`src/rtl/ps2_pkg.sv`:
```
// ps2_pkg: shared PS/2 host transmitter state encoding and keyboard command constants
package ps2_pkg;
  typedef enum logic [2:0] {IDLE, INHIBIT, REQ, DATA, PARITY, STOP, ACK, WAIT_REL} txState_t;
  localparam logic [7:0] CMD_RESET = 8'hFF;
  localparam logic [7:0] CMD_SET_LEDS = 8'hED;
  localparam logic [7:0] ACK_CODE = 8'hFA;
  localparam logic [7:0] RESEND = 8'hFE;
endpackage

```
`src/rtl/ps2_line_filter.sv`:
```
// ps2_line_filter: 2-FF synchronizer, stability filter and falling-edge pulse for one PS/2 line
module ps2_line_filter #(
  parameter int FILTER_LEN = 4
) (
  input  logic clk,
  input  logic reset,
  input  logic lineIn,
  output logic level,
  output logic fall
);
  localparam int W = $clog2(FILTER_LEN + 1);
  localparam logic [W-1:0] LAST = W'(FILTER_LEN - 1);
  logic [1:0] sync;
  logic [W-1:0] cnt;
  always_ff @(posedge clk)
    if (reset) begin
      sync <= 2'b11;
      cnt <= '0;
      level <= 1'b1;
      fall <= 1'b0;
    end else begin
      sync <= {sync[0], lineIn};
      fall <= 1'b0;
      if (sync[1] == level) cnt <= '0;
      else if (cnt == LAST) begin
        level <= sync[1];
        fall <= level;
        cnt <= '0;
      end else cnt <= cnt + 1'b1;
    end
endmodule

```
`src/rtl/ps2_host_tx.sv`:
```
// ps2_host_tx: PS/2 host-to-device command transmitter over open-drain clk/data enables
// Define PS2_TX_RETRY_EN to retry up to MAX_RETRY times after NACK or timeout.
module ps2_host_tx
  import ps2_pkg::*;
#(
  parameter int INHIBIT_CYCLES = 5000,
  parameter int TIMEOUT_CYCLES = 750000,
  parameter int FILTER_LEN = 4
`ifdef PS2_TX_RETRY_EN
  , parameter int MAX_RETRY = 2
`endif
) (
  input  logic       clk,
  input  logic       reset,
  input  logic [7:0] tx_data,
  input  logic       tx_valid,
  output logic       tx_ready,
  output logic       busy,
  output logic       done,
  output logic       err,
  input  logic       ps2_clk_in,
  input  logic       ps2_data_in,
  output logic       ps2_clk_oe,
  output logic       ps2_data_oe
);
  localparam logic [19:0] INH_PRE = 20'(INHIBIT_CYCLES - 2);
  localparam logic [19:0] INH_LAST = 20'(INHIBIT_CYCLES - 1);
  localparam logic [19:0] TMO_LAST = 20'(TIMEOUT_CYCLES - 1);
  txState_t state;
  logic [7:0] shReg;
  logic parBit, fail;
  logic [3:0] bitCnt;
  logic [19:0] cnt;
  logic clkLvl, clkFall, dataLvl, dataFall;
`ifdef PS2_TX_RETRY_EN
  logic [7:0] txByte;
  logic [3:0] retry;
`endif

  ps2_line_filter #(.FILTER_LEN(FILTER_LEN)) uClk (
    .clk(clk), .reset(reset), .lineIn(ps2_clk_in), .level(clkLvl), .fall(clkFall)
  );
  ps2_line_filter #(.FILTER_LEN(FILTER_LEN)) uData (
    .clk(clk), .reset(reset), .lineIn(ps2_data_in), .level(dataLvl), .fall(dataFall)
  );

  always_ff @(posedge clk)
    if (reset) begin
      state <= IDLE;
      tx_ready <= 1'b1;
      busy <= 1'b0;
      done <= 1'b0;
      err <= 1'b0;
      ps2_clk_oe <= 1'b0;
      ps2_data_oe <= 1'b0;
      shReg <= '0;
      parBit <= 1'b0;
      fail <= 1'b0;
      bitCnt <= '0;
      cnt <= '0;
`ifdef PS2_TX_RETRY_EN
      txByte <= '0;
      retry <= '0;
`endif
    end else begin
      done <= 1'b0;
      err <= 1'b0;
      cnt <= cnt + 1'b1;
      case (state)
        IDLE: begin
          cnt <= '0;
`ifdef PS2_TX_RETRY_EN
          retry <= '0;
          txByte <= tx_data;
`endif
          if (tx_valid) begin
            shReg <= tx_data;
            parBit <= ~^tx_data;
            fail <= 1'b0;
            bitCnt <= '0;
            ps2_clk_oe <= 1'b1;
            busy <= 1'b1;
            tx_ready <= 1'b0;
            state <= INHIBIT;
          end
        end
        INHIBIT: begin
          if (cnt == INH_PRE) ps2_data_oe <= 1'b1;
          if (cnt == INH_LAST) begin
            ps2_clk_oe <= 1'b0;
            ps2_data_oe <= 1'b1;
            cnt <= '0;
            state <= REQ;
          end
        end
        // dataFall implies dataLvl low; it only guards against a line still settling
        WAIT_REL: if (clkLvl && dataLvl && !dataFall) begin
`ifdef PS2_TX_RETRY_EN
          if (fail && retry < 4'(MAX_RETRY)) begin
            retry <= retry + 1'b1;
            shReg <= txByte;
            fail <= 1'b0;
            bitCnt <= '0;
            cnt <= '0;
            ps2_clk_oe <= 1'b1;
            state <= INHIBIT;
          end else
`endif
          begin
            done <= ~fail;
            err <= fail;
            busy <= 1'b0;
            tx_ready <= 1'b1;
            state <= IDLE;
          end
        end
        default: begin
          if (clkFall) begin
            cnt <= '0;
            if (state == REQ || (state == DATA && bitCnt < 4'd8)) begin
              ps2_data_oe <= ~shReg[0];
              shReg <= {1'b0, shReg[7:1]};
              bitCnt <= bitCnt + {3'b0, bitCnt != 4'hF};
              state <= DATA;
            end else if (state == DATA) begin
              ps2_data_oe <= ~parBit;
              state <= PARITY;
            end else if (state == PARITY) begin
              ps2_data_oe <= 1'b0;
              state <= STOP;
            end else if (state == STOP) state <= ACK;
            else begin
              fail <= dataLvl;
              state <= WAIT_REL;
            end
          end else if (cnt == TMO_LAST) begin
            ps2_clk_oe <= 1'b0;
            ps2_data_oe <= 1'b0;
            fail <= 1'b1;
            state <= WAIT_REL;
          end
        end
      endcase
    end
endmodule

```
`config.mk`:
```
export PLATFORM = sky130hd
export DESIGN_NAME = ps2_host_tx
export DESIGN_NICKNAME = d
export VERILOG_FILES = /design/src/rtl/ps2_pkg.sv /design/src/rtl/ps2_line_filter.sv /design/src/rtl/ps2_host_tx.sv
export SDC_FILE = /design/constraint.sdc
export NUM_CORES = 1
export LEC_CHECK = 0
export BUFFER_PORTS_ARGS = -buffer_cell sky130_fd_sc_hd__buf_2
export CELL_PAD_IN_SITES_DETAIL_PLACEMENT = 0
export CELL_PAD_IN_SITES_GLOBAL_PLACEMENT = 2
export CORE_MARGIN = 1.5
export CORE_UTILIZATION = 33
export CTS_CLUSTER_DIAMETER = 150
export CTS_CLUSTER_SIZE = 25
export DETAILED_ROUTE_END_ITERATION = 16
export PLACE_DENSITY_LB_ADDON = 0.25
export SLEW_MARGIN = 0
export SYNTH_ARGS = -nofsm -noshare
export SYNTH_HDL_FRONTEND = slang
export SYNTH_SLANG_ARGS = --single-unit
```
`constraint.sdc`:
```
create_clock -name clk -period 2.2 [get_ports clk]
set_clock_uncertainty 0.15 [all_clocks]
set_input_delay 0 -clock clk [delete_from_list [all_inputs] [get_ports clk]]
set_output_delay 0 -clock clk [all_outputs]
set_load 0.05 [all_outputs]
```
==> impl_results.rst, run 1 <==
.. list-table::
   :header-rows: 1

   * - Metric
     - Value
   * - Run status
     - finished, violations left
   * - Violations in the final reports
     - negative setup slack
   * - Most used DFF post-synth
     - sky130_fd_sc_hd__dfxtp_1
   * - Critical path required time
     - 2.26 ns
   * - Post-synth ARST share
     - 0%
   * - Worst relative slew slack
     - 58.1%
   * - Setup Crit Path Kind
     - reg -> reg
   * - Area share of fa/ha/maj cells after synthesis
     - 3.62%
   * - Die Footprint
     - 8940 µm²
   * - Deepest level of the CTS H-tree
     - 3
   * - Standby leakage power
     - 1.34 nW
   * - Antenna violation net count after detailed routing
     - 0
   * - Number of hold-slack violations in the final timing report
     - 0
   * - Final-stage net count
     - 394
   * - Worst min-delay path category
     - in -> reg
   * - Layout area overhead
     - 27.2%
   * - Clock Path Buffers
     - 2
   * - Number of enable-type register cells in the synthesized netlist
     - 0
   * - Placed cell areas
     - 3170 µm²
   * - Arrival @ worst endpoint
     - 2.28 ns
   * - Width of the die
     - 94.5 µm
   * - Number of failing setup endpoints in the final timing report
     - 4
   * - Post-route cell area
     - 3520 µm²
   * - Share of layout cells above drive strength 1
     - 23.3%
   * - Number of buffers added by the clock tree synthesis step
     - 9
   * - Power per cell area
     - 691 nW/µm²
   * - Largest net degree at the start of global routing
     - 36
   * - Sequential area share after synthesis
     - 41.3%
   * - Worst vdd ir
     - 0.273 mV
   * - Initial Util
     - 33.8%
   * - Detailed placement HPWL
     - 4.45 mm
   * - Clock latency on the worst-skew pair
     - 0.34 ns
   * - Gate count after technology mapping
     - 315
   * - Clock sink count
     - 57
   * - Iteration-0 DRC count of the detailed router
     - 62
   * - Area fraction in compound gates after synthesis
     - 11.1%
   * - Number of antenna violations at the first check in global routing
     - 0
   * - Startpoint kind of the worst setup timing path
     - register
   * - Multiplexer area fraction after synthesis
     - 3.26%
   * - Weighted congestion at the end of routability-driven global placement
     - 0.750
   * - Cell chosen for the clock root
     - sky130_fd_sc_hd__clkbuf_8
   * - Mapped cell area
     - 2770 µm²
   * - Aggregate routed wire length
     - 6.38 mm
   * - Final antenna diode count
     - 0
   * - Highest net fanout along the worst path
     - 6
   * - Number of I/O port buffers
     - 18
   * - Number of warnings issued by yosys
     - 0
   * - Final period demand of the worst path
     - 2.22 ns
   * - Pwr Total
     - 0.00243 W
   * - Post-route fraction of the period consumed by the critical path
     - 101%
   * - Via total after detailed routing
     - 2329
   * - TritonCTS clock tree
     - done
   * - Via count of the first global-routing pass
     - 2257
   * - Global-route wire length before repair
     - 11.0 mm
   * - Clk slew on worst S/H paths
     - 0.07 ns
   * - Fin worst setup slack
     - -0.0204 ns
   * - Synth unique cells
     - 48
   * - Synthesized-area fraction occupied by and/or/nand/nor cells
     - 27.0%
   * - Vertical extent of the die
     - 94.5 µm
   * - CORE AREA
     - 8180 µm²
   * - 1st-pass router iterations
     - 4
   * - Avg Inst Size Synth
     - 8.78 µm²
   * - Number of rows in the core area
     - 33
   * - Net count after synthesis
     - 336
   * - I/O Pins
     - 19
   * - Setup repair after global routing missed its margin
     - true
   * - Transition time at the pin with the least slew margin
     - 0.627 ns
   * - Vias per Instance
     - 4.82
   * - Pins Over Slew Limit
     - 0
   * - Total overflow reported by the global router
     - 0
   * - Number of remaining DRC errors
     - 0
   * - Seq cells post-synth
     - 57
   * - CP Capture Type
     - register
   * - Detail-routed net length per standard cell
     - 13.2 µm
   * - Count of placed standard cells in the final layout, fillers left out
     - 483
   * - Placed cells
     - 455
   * - Fmax
     - 450 MHz
   * - All-layer global routing usage
     - 16.1%
   * - Xor and xnor fraction of the mapped netlist area
     - 9.19%
   * - Reported max-cap violation count
     - 0
   * - Setup TNS
     - -0.0317 ns
   * - Dominant combinational cell family by area after synthesis
     - simple AND/OR/NAND/NOR gates
==> stage by stage <==
step,utilization (%),worst slack [ns],hold slack (ns)
after floorplan,-,-0.0326,-0.0462
after global placement,38.8,-0.119,0.0324
after detailed placement,38.8,-0.142,0.0392
after CTS,42.7,-0.0246,0.0188
after global routing,43.0,-0.0883,0.0468
final,43.0,-0.0204,0.0185
==> routing by layer <==
layer	vias up	global-route usage, %	wire length (µm)
met5	-	0	0
met4	0	7.09	111
met3	11	3.62	146
met2	22	25.1	2910
met1	1074	21.2	3210
li1	1222	-	-
==> kinds of logic (layout without fill, tap and decap cells) <==
| family | Yosys count | in the layout |
|---|---|---|
| mux | 9 | 9 |
| flops | 57 | 57 |
| fa+ha+maj | 8 | 8 |
| simple gates | 138 | 138 |
| compound gates | 46 | 46 |
| xor+xnor | 29 | 29 |
| buf+inv | 28 | 91 |
==> layout by cell type, fill, tap and decap left out, types with 3 or more instances in the layout <==
cell type,instances
sky130_fd_sc_hd__a21oi_1,9
sky130_fd_sc_hd__mux2i_1,9
sky130_fd_sc_hd__a211o_1,3
sky130_fd_sc_hd__nor3_1,13
sky130_fd_sc_hd__nand2_1,17
sky130_fd_sc_hd__buf_4,32
sky130_fd_sc_hd__nor4_1,5
sky130_fd_sc_hd__clkbuf_8,9
sky130_fd_sc_hd__nor4bb_1,3
sky130_fd_sc_hd__xor2_1,7
sky130_fd_sc_hd__nor2_1,47
sky130_fd_sc_hd__dlygate4sd3_1,11
sky130_fd_sc_hd__clkinvlp_4,3
sky130_fd_sc_hd__nor2b_1,3
sky130_fd_sc_hd__inv_1,13
sky130_fd_sc_hd__or3_1,3
sky130_fd_sc_hd__ha_1,8
sky130_fd_sc_hd__nand4_1,5
sky130_fd_sc_hd__nand3b_1,3
sky130_fd_sc_hd__buf_2,18
sky130_fd_sc_hd__dfxtp_1,55
sky130_fd_sc_hd__o21ai_0,10
sky130_fd_sc_hd__and3_1,4
sky130_fd_sc_hd__nor3b_1,5
sky130_fd_sc_hd__a211oi_1,8
sky130_fd_sc_hd__nand3_1,10
sky130_fd_sc_hd__xnor2_1,22
sky130_fd_sc_hd__or2_2,4
==> area by class of cell <==
class	instances	area [µm²]
timing repair buffer	62	460
clock buffer	9	124
clock inverter	7	78.8
fill	840	4660
tap	105	131
inverter	13	48.8
multi-input combinational	230	1530
sequential	57	1140
==> repair_timing <==
action	CTS	global route
buffers inserted	0	1
resized for setup	2	4
hold buffers	11	0
setup endpoints to repair	26	33
pin swaps	1	0
endpoints found under the hold margin	11	0
==> worst max-delay path: stages (launching register included) <==
cell,delay [ns]
sky130_fd_sc_hd__dfxtp_2,0.32
sky130_fd_sc_hd__or4_4,0.52
sky130_fd_sc_hd__or4_4,0.49
sky130_fd_sc_hd__or3_4,0.39
sky130_fd_sc_hd__o211ai_2,0.09
sky130_fd_sc_hd__a41oi_2,0.13
==> report_power, final <==
group / switching, W / internal (W)
sequential: 0.0000301 / 0.00107
clock: 0.000476 / 0.000532
combinational: 0.000173 / 0.000149
==> worst paths after layout <==
check,slack [ns],cells after the start,end,startpoint
setup / recovery,-0.02,5,state[0],cnt[11]
hold / removal,0.02,2,parBit,reset
setup reg to reg,-0.02,5,state[0],cnt[11]
hold reg to reg,0.26,1,uClk.sync[1],uClk.sync[0]
==> sequential cells by signal, indices dropped and copies added (netlist names) <==
signal and flops:
err 1, tx_ready 1, uData.level 1, uClk.fall 1
uData.fall 1, ps2_clk_oe 1, shReg 8, fail 1
cnt 20, uData.sync 2, uClk.cnt 3, uClk.level 1
ps2_data_oe 1, busy 1, uData.cnt 3, uClk.sync 2
done 1, parBit 1, bitCnt 4, state 3
==> Yosys cell counts (8+ instances only) <==
cell	instances	area, µm²
sky130_fd_sc_hd__xnor2_1	22	193
sky130_fd_sc_hd__nor3_1	13	65.1
sky130_fd_sc_hd__nand3_1	10	50.1
sky130_fd_sc_hd__inv_1	13	48.8
sky130_fd_sc_hd__nand2_1	17	63.8
sky130_fd_sc_hd__nor2_1	48	180
sky130_fd_sc_hd__a211oi_1	8	60.1
sky130_fd_sc_hd__ha_1	8	100
sky130_fd_sc_hd__mux2i_1	9	90.1
sky130_fd_sc_hd__a21oi_1	9	45.0
sky130_fd_sc_hd__o21ai_0	10	50.1
sky130_fd_sc_hd__clkbuf_1	11	41.3
sky130_fd_sc_hd__dfxtp_1	57	1140
No activity file was read; power rests on OpenSTA's default activity.
==> run 2, diff against run 1 <==
CORE_ASPECT_RATIO = 1.2   (was not set)
==> impl_results.rst, run 2 (same netlist as run 1, synthesis figures left out) <==
.. list-table::
   :header-rows: 1

   * - Metric
     - Value
   * - Number of failing setup endpoints in the final timing report
     - 1
   * - Worst vdd ir
     - 0.348 mV
   * - Number of hold-slack violations in the final timing report
     - 0
   * - Cell breakdown of the critical path
     - or4_4 > or4_4 > or3_4 > o211ai_2 > a41oi_2
   * - Initial Util
     - 34.1%
   * - Violations in the final reports
     - negative setup slack
   * - Via count of the first global-routing pass
     - 2373
   * - Count of buffers added by post-CTS timing repair for setup
     - 0
   * - Worst relative slew slack
     - 43.0%
   * - Cell chosen for the clock root
     - sky130_fd_sc_hd__clkbuf_8
   * - Final period demand of the worst path
     - 2.23 ns
   * - Worst slack, placed
     - -0.161 ns
   * - Clk slew on worst S/H paths
     - 0.06 ns
   * - Share of layout cells above drive strength 1
     - 23.4%
   * - Cell repeated most along the worst path
     - sky130_fd_sc_hd__or4_4
   * - Layout area overhead
     - 29.3%
   * - Iteration-0 DRC count of the detailed router
     - 109
   * - Aggregate routed wire length
     - 6.52 mm
   * - Critical path required time
     - 2.25 ns
   * - Clock share of power
     - 45.7%
   * - Detailed placement HPWL
     - 4.62 mm
   * - Highest net fanout along the worst path
     - 6
   * - Most common library cell in the layout ignoring fill and taps
     - sky130_fd_sc_hd__dfxtp_1
   * - Setup Crit Path Kind
     - reg -> reg
   * - Net switching power
     - 0.000637 W
   * - Antenna violation net count after detailed routing
     - 0
   * - CORE AREA
     - 8110 µm²
   * - Setup TNS
     - -0.0337 ns
   * - Logic gate share of total power
     - 12.6%
   * - Number of I/O port buffers
     - 18
   * - CP Capture Type
     - register
   * - Setup repair after global routing missed its margin
     - true
   * - Peak per-stage delay on the critical path
     - 0.53 ns
   * - P_int
     - 0.00200 W
   * - Post-route fraction of the period consumed by the critical path
     - 102%
   * - Arrival @ worst endpoint
     - 2.28 ns
   * - Weighted congestion at the end of routability-driven global placement
     - 0.826
   * - All-layer global routing usage
     - 16.0%
   * - TritonCTS clock tree
     - done
   * - Fmax
     - 448 MHz
   * - Register share of total power
     - 41.7%
   * - Width of the die
     - 86.6 µm
   * - Vertical extent of the die
     - 103 µm
   * - Fin worst setup slack
     - -0.0337 ns
   * - Number of antenna violations at the first check in global routing
     - 0
   * - Standby leakage power
     - 1.38 nW
   * - Largest registers
     - cnt x20, shReg x8, bitCnt x4
   * - Number of rows in the core area
     - 36
   * - Via total after detailed routing
     - 2396
   * - Fill cell total of the finished layout
     - 826
   * - Reported max-cap violation count
     - 0
   * - Number of buffers added by the clock tree synthesis step
     - 9
   * - Share of total power consumed by net switching
     - 24.1%
   * - Power per cell area
     - 739 nW/µm²
   * - Die Footprint
     - 8940 µm²
   * - Deepest level of the CTS H-tree
     - 3
   * - Number of remaining DRC errors
     - 0
   * - Highest-count cells in the layout ignoring fill and taps
     - sky130_fd_sc_hd__dfxtp_1, sky130_fd_sc_hd__nor2_1, sky130_fd_sc_hd__buf_4
   * - 1st-pass router iterations
     - 4
   * - Clock latency on the worst-skew pair
     - 0.34 ns
   * - Clock Path Buffers
     - 2
   * - Total overflow reported by the global router
     - 0
   * - Startpoint kind of the worst setup timing path
     - register
   * - Vias per Instance
     - 5.03
   * - Max reg flops
     - 20
   * - Clock sink count
     - 57
   * - Final-stage net count
     - 397
   * - Global-route wire length before repair
     - 10.9 mm
   * - CP max stage cell
     - sky130_fd_sc_hd__or4_4
   * - Pins Over Slew Limit
     - 0
   * - Run status
     - finished, violations left
   * - Worst min-delay path category
     - reg -> reg
   * - Transition time at the pin with the least slew margin
     - 0.851 ns
   * - Top register by number of flip-flops
     - cnt
   * - Pwr Total
     - 0.00264 W
   * - Final antenna diode count
     - 0
   * - Detail-routed net length per standard cell
     - 13.7 µm
   * - I/O Pins
     - 19
   * - Largest net degree at the start of global routing
     - 21
run 2: path summary, 6_finish.rpt:
check | start | to | slack, ns | cells past startpoint
worst max-delay path | cnt[11] | state[0] | -0.03 | 5
worst min-delay path | uData.sync[0] | uData.sync[1] | 0.26 | 1
worst max register to register | cnt[11] | state[0] | -0.03 | 5
worst min register to register | uData.sync[0] | uData.sync[1] | 0.26 | 1
run 2: stage by stage:
step | cells | hold slack, ns | cell area [µm²] | util (%)
2_1_floorplan | 315 | -0.0462 | 2770 | -
3_3_place_gp | 446 | 0.0323 | 3160 | 39.0
3_5_place_dp | 446 | 0.0349 | 3160 | 39.0
4_1_cts | 476 | 0.260 | 3560 | 43.9
5_1_grt | 476 | 0.271 | 3570 | 44.1
6_report | 476 | 0.259 | 3570 | 44.1
run 2: cell type report:
type                       instances  area [µm²]  area share [%]
timing repair buffer              65         490            13.7
clock buffer                      10         138            3.85
clock inverter                     6         105            2.94
tap                               95         119            3.33
sequential                        57        1140            32.0
multi-input combinational        230        1530            42.8
inverter                          13        48.8            1.37
run 2: repair_timing:
item,CTS,global route
endpoints found under the setup margin,26,32
hold buffers,14,0
hold endpoints to repair,19,0
pin swaps,2,0
gates resized for setup,3,3
run 2: power by group through the flow:
stage / combinational [W] / clock [W] / sequential [W]
floorplan: 0.000200 / 0 / 0.00114
global placement: 0.000309 / 0 / 0.00112
detailed placement: 0.000310 / 0 / 0.00112
CTS: 0.000332 / 0.00124 / 0.00110
global route: 0.000367 / 0.00130 / 0.00111
finish: 0.000332 / 0.00121 / 0.00110
run 2: per-layer routing:
layer,track usage [%],up-vias,share of wire [%]
met4,7.82,0,2.4
met2,27.6,34,48
met1,18.1,1118,46
met3,4.76,14,3.2
li1,-,1230,-
met5,0,-,0
run 2: worst max-delay path: cells and delay by family, from the launching register on:
family / cells / cell delay (ns)
flip-flops: 1 / 0.32
AND/OR/NAND/NOR: 3 / 1.42
AO/OA/AOI/OAI: 2 / 0.22
==> run 3, diff against run 2 <==
CORE_UTILIZATION = 37   (was 33)
clock period = 2.4 ns   (was 2.2 ns; I/O delays follow)
==> impl_results.rst, run 3 (same netlist as run 1, synthesis figures left out) <==
.. list-table::
   :header-rows: 1

   * - Metric
     - Value
   * - Run status
     - completed
   * - Clock latency on the worst-skew pair
     - 0.34 ns
   * - Detailed placement HPWL
     - 4.40 mm
   * - Cell count of the worst hold path
     - 2
   * - Number of failing setup endpoints in the final timing report
     - 0
   * - Clock sink count
     - 57
   * - Die Footprint
     - 8000 µm²
   * - Transition time at the pin with the least slew margin
     - 0.964 ns
   * - Reg-to-Reg End
     - state[0]
   * - CORE AREA
     - 7230 µm²
   * - Highest net fanout along the worst path
     - 3
   * - Layout area overhead
     - 26.2%
   * - Fmax
     - 437 MHz
   * - Max reg flops
     - 20
   * - Number of remaining DRC errors
     - 0
   * - Highest-count cells in the layout ignoring fill and taps
     - sky130_fd_sc_hd__dfxtp_1, sky130_fd_sc_hd__nor2_1, sky130_fd_sc_hd__buf_4
   * - Placed cell areas
     - 3090 µm²
   * - Vertical extent of the die
     - 97.7 µm
   * - CP max stage cell
     - sky130_fd_sc_hd__or4b_1
   * - Clk slew on worst S/H paths
     - 0.07 ns
   * - Reg2reg setup slack
     - 0.11 ns
   * - Reported max-cap violation count
     - 0
   * - Antenna violation net count after detailed routing
     - 0
   * - TritonCTS clock tree
     - done
   * - Worst vdd ir
     - 0.398 mV
   * - Number of cell instances on the worst register-to-register path
     - 5
   * - Standby leakage power
     - 1.33 nW
   * - Iteration-0 DRC count of the detailed router
     - 102
   * - Startpoint of the most critical register-to-register path
     - cnt[3]
   * - Clock Path Buffers
     - 2
   * - Global-route wire length before repair
     - 10.8 mm
   * - Detail-routed net length per standard cell
     - 13.5 µm
   * - Most common library cell in the layout ignoring fill and taps
     - sky130_fd_sc_hd__dfxtp_1
   * - Placed cells
     - 433
   * - Width of the die
     - 81.9 µm
   * - All-layer global routing usage
     - 17.8%
   * - Setup TNS
     - 0 ns
   * - Number of buffers added by the clock tree synthesis step
     - 9
   * - Pwr Total
     - 0.00253 W
   * - Deepest level of the CTS H-tree
     - 3
   * - Final period demand of the worst path
     - 2.29 ns
   * - Number of I/O port buffers
     - 18
   * - 1st-pass router iterations
     - 4
   * - Post-route fraction of the period consumed by the critical path
     - 95.3%
   * - Cell chosen for the clock root
     - sky130_fd_sc_hd__clkbuf_8
   * - Largest registers
     - cnt x20, shReg x8, bitCnt x4
   * - Number of rows in the core area
     - 34
   * - Peak per-stage delay on the critical path
     - 0.57 ns
   * - Worst min-delay path category
     - in -> reg
   * - Vias per Instance
     - 5.08
   * - Total overflow reported by the global router
     - 0
   * - Final-stage net count
     - 386
   * - Power per cell area
     - 724 nW/µm²
   * - Number of antenna violations at the first check in global routing
     - 0
   * - Via total after detailed routing
     - 2336
   * - I/O Pins
     - 19
   * - Initial Util
     - 38.2%
   * - Critical path required time
     - 2.45 ns
   * - Top register by number of flip-flops
     - cnt
   * - Number of hold-slack violations in the final timing report
     - 0
   * - Fin worst setup slack
     - 0.113 ns
   * - Via count of the first global-routing pass
     - 2332
   * - Pins Over Slew Limit
     - 0
   * - Worst Hold Endpoint
     - busy
   * - Count of placed standard cells in the final layout, fillers left out
     - 460
   * - Weighted congestion at the end of routability-driven global placement
     - 0.788
   * - Aggregate routed wire length
     - 6.21 mm
   * - Post-route cell area
     - 3490 µm²
   * - Final antenna diode count
     - 0
   * - Worst hold path startpoint
     - reset
   * - CP Capture Type
     - register
   * - Worst relative slew slack
     - 35.5%
   * - Arrival @ worst endpoint
     - 2.34 ns
   * - Cell breakdown of the critical path
     - or4b_1 > or3b_2 > or3_4 > o211ai_2 > a41oi_1
   * - Worst slack, placed
     - -0.0343 ns
   * - Share of layout cells above drive strength 1
     - 20.3%
   * - Largest net degree at the start of global routing
     - 36
   * - Startpoint kind of the worst setup timing path
     - register
   * - Setup repair after global routing missed its margin
     - false
   * - Setup Crit Path Kind
     - reg -> reg
## run 3: cell types whose count changed in the layout (fill, tap and decap cells not counted), sizes merged
cell and change:
dlygate4sd3 -3, clkbuf +1, buf -8, clkinv -2
bufinv +1
## run 3: metrics by stage
| step | utilization, % | hold slack [ns] |
|---|---|---|
| detailed placement | 42.7 | 0.0363 |
| floorplan | - | -0.0462 |
| finish | 48.3 | 0.00768 |
| CTS | 48.1 | 0.00149 |
| global route | 48.3 | 0.0359 |
| global placement | 42.7 | 0.0319 |
## run 3: what timing repair did
item                                    CTS  global route
pin swaps                                 0             1
endpoints found under the setup margin   21            23
gates resized for setup                   1             2
buffers inserted                          0             0
hold buffers                             11             0
endpoints found under the hold margin    11             0
## run 3: layer usage
metal / global-route usage, % / vias to the layer above / routed length (µm)
met5: 0 / - / 0
met4: 6.39 / 0 / 83
met3: 6.57 / 7 / 192
met2: 29.1 / 26 / 3090
met1: 20.9 / 1099 / 2840
li1: - / 1204 / -
## run 3: cell type report
class	instances	area, µm²
timing repair buffer	54	400
fill	745	3740
clock buffer	11	151
sequential	57	1140
clock inverter	5	125
tap	90	113
inverter	13	48.8
multi-input combinational	230	1510
## run 3: worst max-delay path by stage
stage,start,to,slack [ns],cells after the start
after detailed placement,cnt[6],cnt[2],-0.03,6
after global routing,cnt[3],cnt[15],0.009,6
final,cnt[3],state[0],0.11,5
after floorplan,cnt[6],state[0],0.05,6
after CTS,cnt[6],cnt[6],0.08,6
after global placement,cnt[6],state[0],0.01,5
## run 3: worst max-delay path, delay by kind of cell (launching register included)
kind,cells,cell delay (ns)
compound gates,2,0.22
flops,1,0.31
simple gates,3,1.48
## run 3: power breakdown
part,total [W],switching [W],leakage (nW),internal (W)
Sequential,0.00101,0.0000275,0.464,0.000984
Clock,0.00123,0.000383,0.140,0.000850
Combinational,0.000284,0.000154,0.731,0.000130
Total,0.00253,0.000564,1.33,0.00196
